$ cat src/rtl/arm_pose_sequencer.sv
// Teach-and-playback pose sequencer feeding the 4-channel servo PWM stage.
// Optional `SEQ_LOOP_EN: playback wraps to slot 0 after the last dwell instead of stopping.
module arm_pose_sequencer #(
    parameter int DEPTH        = 8,
    parameter int PW_MIN       = 50000,
    parameter int PW_MAX       = 75000,
    parameter int CENTER       = 62500,
    parameter int STEP         = 200,
    parameter int DWELL_FRAMES = 25
) (
    input  logic                     CLOCK_50,
    input  logic                     rst,
    input  logic                     frame_tick,
    input  logic [67:0]              live_pw,
    input  logic                     cmd_store,
    input  logic                     cmd_play,
    input  logic                     cmd_stop,
    input  logic                     cmd_clear,
    output logic [67:0]              pw_out,
    output logic                     busy,
    output logic [$clog2(DEPTH):0]   pose_count,
    output logic [$clog2(DEPTH)-1:0] cur_index,
    output logic                     full,
    output logic                     err
);
    localparam int AW = $clog2(DEPTH);
    localparam int NJ = 4;
    localparam int PW = 17;
    localparam int XW = PW + 1;
    localparam int DW = (DWELL_FRAMES < 2) ? 1 : $clog2(DWELL_FRAMES + 1);

    localparam logic [XW-1:0] C_MIN    = XW'(PW_MIN);
    localparam logic [XW-1:0] C_MAX    = XW'(PW_MAX);
    localparam logic [XW-1:0] C_STEP   = XW'(STEP);
    localparam logic [PW-1:0] C_CENTER = PW'(CENTER);

    typedef enum logic [1:0] {S_IDLE, S_LOAD, S_RAMP, S_DWELL} state_t;

    function automatic logic [PW-1:0] f_clamp(input logic [XW-1:0] v);
        if (v < C_MIN)      return C_MIN[PW-1:0];
        else if (v > C_MAX) return C_MAX[PW-1:0];
        else                return v[PW-1:0];
    endfunction

    // Widened to XW bits so the +/- STEP never wraps before clamping.
    function automatic logic [PW-1:0] f_step(input logic [PW-1:0] pw, input logic [PW-1:0] tgt);
        logic [XW-1:0] p;
        logic [XW-1:0] t;
        p = {1'b0, pw};
        t = {1'b0, tgt};
        if (t >= p) return (t - p <= C_STEP) ? tgt : f_clamp(p + C_STEP);
        else        return (p - t <= C_STEP) ? tgt : f_clamp(p - C_STEP);
    endfunction

    state_t              r_state;
    logic [NJ*PW-1:0]    r_pw;
    logic [NJ*PW-1:0]    r_target;
    logic [NJ*PW-1:0]    r_mem [DEPTH];
    logic [AW:0]         r_pose_count;
    logic [AW-1:0]       r_cur_index;
    logic [DW-1:0]       r_dwell_cnt;
    logic                r_busy;
    logic                r_err;

    state_t              w_state_nxt;
    logic [NJ*PW-1:0]    w_live_cl;
    logic [NJ*PW-1:0]    w_step;
    logic [AW:0]         w_pc_m1;
    logic [AW-1:0]       w_idx_nxt;
    logic                w_full;
    logic                w_at_tgt;
    logic                w_last;
    logic                w_err;
    logic                w_we;
    logic                w_clear;
    logic                w_pw_live;
    logic                w_pw_step;
    logic                w_load_tgt;
    logic                w_dwell_clr;
    logic                w_dwell_inc;

    for (genvar j = 0; j < NJ; j++) begin : g_joint
        assign w_live_cl[j*PW +: PW] = f_clamp({1'b0, live_pw[j*PW +: PW]});
        assign w_step[j*PW +: PW]    = f_step(r_pw[j*PW +: PW], r_target[j*PW +: PW]);
    end

    assign w_full   = (r_pose_count == (AW+1)'(DEPTH));
    assign w_at_tgt = (w_step == r_target);
    assign w_pc_m1  = r_pose_count - (AW+1)'(1);
    assign w_last   = (r_cur_index == w_pc_m1[AW-1:0]);

    always_ff @(posedge CLOCK_50) begin
        if (rst) r_state <= S_IDLE;
        else     r_state <= w_state_nxt;
    end

    always_comb begin
        w_state_nxt = r_state;
        w_idx_nxt   = r_cur_index;
        w_err       = 1'b0;
        w_we        = 1'b0;
        w_clear     = 1'b0;
        w_pw_live   = 1'b0;
        w_pw_step   = 1'b0;
        w_load_tgt  = 1'b0;
        w_dwell_clr = 1'b0;
        w_dwell_inc = 1'b0;
        if (r_state == S_IDLE) begin
            w_pw_live = frame_tick;
            // stop > play > store > clear; stop itself has nothing to do here
            if (cmd_stop) begin
                w_err = 1'b0;
            end else if (cmd_play) begin
                if (r_pose_count == '0) begin
                    w_err = 1'b1;
                end else begin
                    w_idx_nxt   = '0;
                    w_state_nxt = S_LOAD;
                end
            end else if (cmd_store) begin
                if (w_full) w_err = 1'b1;
                else        w_we  = 1'b1;
            end else if (cmd_clear) begin
                w_clear = 1'b1;
            end
        end else if (cmd_stop) begin
            w_state_nxt = S_IDLE;
        end else begin
            w_err = cmd_play | cmd_store | cmd_clear;
            case (r_state)
                S_LOAD: begin
                    w_load_tgt  = 1'b1;
                    w_state_nxt = S_RAMP;
                end
                S_RAMP: begin
                    if (frame_tick) begin
                        w_pw_step = 1'b1;
                        if (w_at_tgt) begin
                            w_dwell_clr = 1'b1;
                            w_state_nxt = S_DWELL;
                        end
                    end
                end
                S_DWELL: begin
                    if (frame_tick) begin
                        w_dwell_inc = 1'b1;
                        if (int'(r_dwell_cnt) + 1 >= DWELL_FRAMES) begin
                            if (w_last) begin
`ifdef SEQ_LOOP_EN
                                w_idx_nxt   = '0;
                                w_state_nxt = S_LOAD;
`else
                                w_state_nxt = S_IDLE;
`endif
                            end else begin
                                w_idx_nxt   = r_cur_index + AW'(1);
                                w_state_nxt = S_LOAD;
                            end
                        end
                    end
                end
                default: w_state_nxt = S_IDLE;
            endcase
        end
    end

    always_ff @(posedge CLOCK_50) begin
        if (rst) begin
            r_pw         <= {NJ{C_CENTER}};
            r_target     <= {NJ{C_CENTER}};
            r_pose_count <= '0;
            r_cur_index  <= '0;
            r_dwell_cnt  <= '0;
            r_busy       <= 1'b0;
            r_err        <= 1'b0;
        end else begin
            r_err       <= w_err;
            r_busy      <= (w_state_nxt != S_IDLE);
            r_cur_index <= w_idx_nxt;
            if (w_pw_live)      r_pw <= w_live_cl;
            else if (w_pw_step) r_pw <= w_step;
            if (w_we)           r_pose_count <= r_pose_count + (AW+1)'(1);
            else if (w_clear)   r_pose_count <= '0;
            if (w_load_tgt)     r_target <= r_mem[r_cur_index];
            if (w_dwell_clr)      r_dwell_cnt <= '0;
            else if (w_dwell_inc) r_dwell_cnt <= r_dwell_cnt + DW'(1);
        end
    end

    // Pose memory has no reset; only slots below pose_count are ever read.
    always_ff @(posedge CLOCK_50) begin
        if (w_we) r_mem[r_pose_count[AW-1:0]] <= w_live_cl;
    end

    assign pw_out     = r_pw;
    assign busy       = r_busy;
    assign pose_count = r_pose_count;
    assign cur_index  = r_cur_index;
    assign full       = w_full;
    assign err        = r_err;

endmodule

$ cat config.mk
export PLATFORM = sky130hd
export DESIGN_NAME = arm_pose_sequencer
export DESIGN_NICKNAME = d
export VERILOG_FILES = /design/src/rtl/arm_pose_sequencer.sv
export SDC_FILE = /design/constraint.sdc
export NUM_CORES = 2
export LEC_CHECK = 0
export CAP_MARGIN = 0
export CORE_MARGIN = 2
export CORE_UTILIZATION = 40
export CTS_CLUSTER_DIAMETER = 60
export DETAILED_ROUTE_END_ITERATION = 7
export DONT_BUFFER_PORTS = 1
export GPL_TIMING_DRIVEN = 0
export PLACE_DENSITY = 0.53
export SETUP_SLACK_MARGIN = 0.05
export SYNTH_ARGS = -nofsm -noshare
export SYNTH_HDL_FRONTEND = slang
export SYNTH_SLANG_ARGS = --single-unit
$ cat constraint.sdc
create_clock -name CLOCK_50 -period 9.7 [get_ports CLOCK_50]
set_input_delay 1.94 -clock CLOCK_50 [delete_from_list [all_inputs] [get_ports CLOCK_50]]
set_output_delay 1.94 -clock CLOCK_50 [all_outputs]
set_load 0.05 [all_outputs]
# Yosys cells after proc, flatten, opt, wreduce, memory -nomap -nowiden
# Memories as Yosys holds them, arrays and structs flattened. A register that Yosys moved wholly into a read port is not among the register bits.
# Cells that the tools add are included.
# classes
add_sub_neg	21
mul	0
n_div	0
magnitude_cmp	37
eq_ne	9
n_shift	0
n_mux	95
bitwise	3
reduce_logical	10
# op_table
cell	count
$mux W17	36
$gt A18 B17 Y1 const B	8
$le A18 B8 Y1 const B	8
$lt A18 B16 Y1 const B	8
$sub A17 B17 Y18	8
$mux W68	2
$add A17 B8 Y18 const B	4
$sub A17 B8 Y18 const B	4
$eq A68 B68 Y1	1
$ge A17 B17 Y1	4
$gt A17 B17 Y1 const B	4
$lt A17 B16 Y1 const B	4
$mux W1	36
$mux W3	9
$mux W2	9
$reduce_bool A2 Y1	6
$mux W4	2
$reduce_and A7 Y1	1
$add A5 B1 Y6 const B	1
$ge A6 B5 Y1 const B	1
$pmux W2 S3	1
$add A5 B1 Y5 const B	1
$add A4 B1 Y4 const B	1
$eq A2 B2 Y1 const B	2
12 further kinds	14
# totals
ff_bits	84
latch_bits	0
ramBits	544
rom_bits	0
in_bits	75
mem_count	1
# mem_list
name	depth	width	rd	rd_clocked_by_memory_dff	wr	line_no	source
r_mem	8	68	1	1	1	58	logic [NJ*PW-1:0] r_mem [DEPTH];

# Logic depth before layout (Yosys ltp)
# logic_depth
word_depth	13
depth_mapped	21

# Least setup slack after synthesis
# Ideal clock, no wire load.
# synth_timing
kind	input -> register
start	in cmd_play
end	mem r_mem[1][0] (netlist bit) (enable)
setup_ns	0.577
arrival_ns	7.400
slack_ns	1.723
stages	5
n_path_buf	0
cell_sequence	nor4_1 nand2_1 nor2_1 nand2_1 nor3_1
# synth_via
elab_chain_cells	5
# synth_lines
element	line_no	source
start, declared	16	input logic cmd_play,
$mux W1	113	end else if (cmd_play) begin
$mux W1	111	if (cmd_stop) begin
$mux W1	108	if (r_state == S_IDLE) begin
$mux W1	192	if (w_we) r_mem[r_pose_count[AW-1:0]] <= w_live_cl;
$mux W1 (implied by the code)	192	
end, declared	58	
# Every way passes these cells.

# Worst setup path after layout
# layout_timing
start	reg r_pw[57], in the netlist pw_out[57]
end	reg r_dwell_cnt[0]
# layout_via
elab_chain_cells	13
word_cells_on_any_way	25
cone_classes	add/sub (4); order compare (7); eq/ne (1); mux (12); reduce/logical (1)
# layout_lines
element	line_no	source
start, declared	56	logic [NJ*PW-1:0] r_pw;
start signal, assigned	169	r_pw <= {NJ{C_CENTER}};
start signal, assigned	180	if (w_pw_live) r_pw <= w_live_cl;
start signal, assigned	181	else if (w_pw_step) r_pw <= w_step;
$sub A17 B8 Y18 or $add A17 B8 Y18 (tied branches)	52, 51	
$gt A18 B17 Y1	41	else if (v > C_MAX) return C_MAX[PW-1:0];
$mux W17	41	
$mux W17	40	if (v < C_MIN) return C_MIN[PW-1:0];
$mux W17, on equally long branches	52, 51	
$mux W17 *	51	if (t >= p) return (t - p <= C_STEP) ? tgt : f_clamp(p + C_STEP);
$eq A68 B68 Y1 *	88	assign w_at_tgt = (w_step == r_target);
$mux W1 *	138	if (w_at_tgt) begin
$mux W1 *	136	if (frame_tick) begin
$mux W1 *	130	case (r_state)
$mux W1 *	126	end else if (cmd_stop) begin
$mux W1 *	108	
$reduce_or A2 Y1 (no source line) *	-	
end signal, assigned	186	else if (w_dwell_inc) r_dwell_cnt <= r_dwell_cnt + DW'(1);
end, declared	61	logic [DW-1:0] r_dwell_cnt;
# Mark *: on every way between the ends. The rest lies on a longest branch, timed or not.
# A chain may end at the register's enable or synchronous reset.

==> flow_summary.ini <==
[sta]
tightest_slew_ps = 1440
min_period_ps = 8770
slew_headroom_pct = 2.76
rsz0062_at_grt = false
drv_slew = 0
fmax_mhz = 114
finalSetupViolCount = 0
hold-worst-slack_ps = 562
fin_ws_ps = 926
hold_violations = 0
finClkSkew_ps = 39.5
finalCritPeriodShare_pct = 90.5

[power]
combPwrFrac_pct = 22.1
p_sw_share_pct = 32.5
peakVddDrop_mv = 0.151
p_per_area_nw_per_um2 = 170
p_leak_nw = 16.5
p_int_mw = 5.60
total_power_mw = 8.29
clockPowerShare_pct = 36.9
switchingPower_mw = 2.70
power_frac_seq_pct = 40.9

[placement]
place.gp.congestion = 1.05
hpwl_microns = 139000
place_worst_setup_slack_ps = 1420
post-place-cells = 5685
io_buffers = 0

[clock_tree]
holdBufCountCts = 0
root_buffer = clkbuf_16
post_cts_buffers = 0
path_clk_slew_ps = 60
cts_tree = built
cts_buffers = 83
clockBufferDepth = 3
cts_sinks = 696
cts_resized = 0
clk-insertion-delay-late_ps = 670
cts-htree-levels = 3

[setup_path]
path_cells = buf_1, inv_1, ha_1, clkbuf_1, nand2_1, a211o_1, a211oi_1, mux2_2, nor4_1, nand4_1, o21ai_0, clkbuf_1, nor2_1, nand2_1, nor4bb_1, nand4_1, nor4_1, a41o_2, nor2_1
max_stage_delay_ps = 900
crit_fanout = 10
worstSetupStartpointType = register
end_kind = register
required_ps = 10250
slowest_stage = o21ai_0
arrival_ps = 9320
criticalPathCategory = reg -> reg

[floorplanning]
die_x_microns = 334
num_io_pins = 153
design.die.area_sq_um = 112000
initial_core_util_pct = 40.2
core_sq_um = 108000
die_h_microns = 334
num_rows = 121

[routing]
wl_per_cell_microns = 30.8
drc_errors = 0
vias_per_cell = 6.43
wl_microns = 180000
num_vias = 37577
drt_iter0_markers = 4911
first_pass_iters = 6
ant_nets = 0

[yosys]
synth_cell_type_count = 103
ys_warn_count = 0
synthCells = 4227
synth_area_leaders = edfxtp_1, mux4_2, dfxtp_1
ys_seq_area_share_pct = 44.5
ys.flop_type = edfxtp_1
postSynth.asyncResetShare_pct = 0
avgSynthCellArea_sq_um = 10.3
synthTopCellsByCount = edfxtp_1, nor2_1, nand2_1
ys_ff_latch = 696
yosysTopAreaCell = edfxtp_1
synth_nets = 4456
synth_edf_count = 544
yosysMostFrequentCell = edfxtp_1
synth_area_sq_um = 43600
synth_top_area_share_pct = 37.5

[global_route]
grt_pass1_vias = 35025
grt_use_met2_pct = 46.2
met1_usage_pct = 46.6
grt.met3_usage_pct = 6.22
grt_pass1_wl_microns = 257000
grt_start_max_net_pins = 26
antenna_found_initial = 12
grt-ovfl-total = 0
grt_usage_pct = 31.5
grt.busiest_layer = met1

[final_layout]
syn_to_final_growth_pct = 11.9
fin_cells = 5844
fin_nets = 4586
drive_above_1_share_pct = 10.1
final_util_pct = 45.0

[worst_hold_path]
hp-class = reg -> reg

[run_status]
outcome = complete, no violations

[flow_run]
max-cap-violations = 0
power groups by stage:
stage / clock network (mW) / registers, mW / logic (mW)
floorplan: 0 / 3.42 / 1.18
global placement: 0 / 3.46 / 1.76
detailed placement: 0 / 3.46 / 1.76
CTS: 3.11 / 3.39 / 1.77
global route: 3.23 / 3.40 / 1.94
finish: 3.06 / 3.40 / 1.84
final timing paths:
kind                  start             end  slack (ps)  cells after the start
min          r_dwell_cnt[4]  r_dwell_cnt[4]         560                      2
max              pw_out[57]  r_dwell_cnt[0]         930                     19
min reg2reg  r_dwell_cnt[4]  r_dwell_cnt[4]         560                      2
max reg2reg      pw_out[57]  r_dwell_cnt[0]         930                     19
logic make-up after synthesis:
| family | share of synthesized area (%) |
|---|---|
| AOI/OAI and AO/OA | 19.8 |
| muxes | 9.47 |
| buffers and inverters | 4.55 |
| xor gates and xnor gates | 3.72 |
| and+or+nand+nor | 13.6 |
| DFF | 44.5 |
| adders and majority gates | 4.42 |
sequential cells by signal, indices dropped and copies added, names as in the netlist:
register     count
r_mem          544
pw_out          68
r_target        68
r_dwell_cnt      5
pose_count       4
cur_index        3
r_state          2
busy             1
err              1
layer usage:
| layer | up-vias | share of wire, % |
|---|---|---|
| met1 | 18937 | 45 |
| met5 | - | 0.015 |
| met4 | 4 | 3.4 |
| met2 | 1818 | 43 |
| met3 | 285 | 8.7 |
| li1 | 16533 | - |
worst max-delay path, delay by kind of cell (launching register included):
| family | cells | cell delay [ps] |
|---|---|---|
| adder cells (fa/ha/maj) | 1 | 350 |
| AND/OR/NAND/NOR | 9 | 3090 |
| multiplexers | 1 | 410 |
| AO/OA/AOI/OAI | 4 | 2280 |
| buffers and inverters | 4 | 1760 |
| flip-flops | 1 | 780 |
placed cells by master, fill, tap and decap left out, types with 35 or more instances in the layout:
cell,instances
a21o_1,46
nand2_1,274
nand2b_1,41
nor2b_1,35
a221oi_1,57
o211ai_1,50
or3_1,41
inv_1,225
and2_1,46
buf_2,41
nor4_1,38
dfxtp_1,152
nand3_1,81
nor3_1,100
nor2_1,347
a21oi_1,264
mux4_2,136
edfxtp_1,544
ha_1,154
o22ai_1,35
clkbuf_1,214
mux2i_1,93
xnor2_1,160
a211oi_1,88
nand4_1,58
o21ai_0,222
a211o_1,43
clkbuf_16,85
a31oi_1,51
and3_1,36
layout make-up:
cell class,instances,area [sq um]
Clock buffer,101,2200
Buffer,276,1120
Fill cell,10381,59600
Sequential cell,696,19400
Clock inverter,48,494
Multi-Input combinational cell,3024,22300
Antenna cell,9,22.5
Timing Repair Buffer,45,631
Inverter,231,867
Tap cell,1414,1770
through the flow:
| stage | TNS (ps) | cell area, sq um |
|---|---|---|
| 2_1_floorplan | 0 | 43600 |
| 3_3_place_gp | -497790 | 45300 |
| 3_5_place_dp | 0 | 46000 |
| 4_1_cts | 0 | 48700 |
| 5_1_grt | 0 | 48700 |
| 6_report | 0 | 48800 |
(Power assumes the default switching activity.)
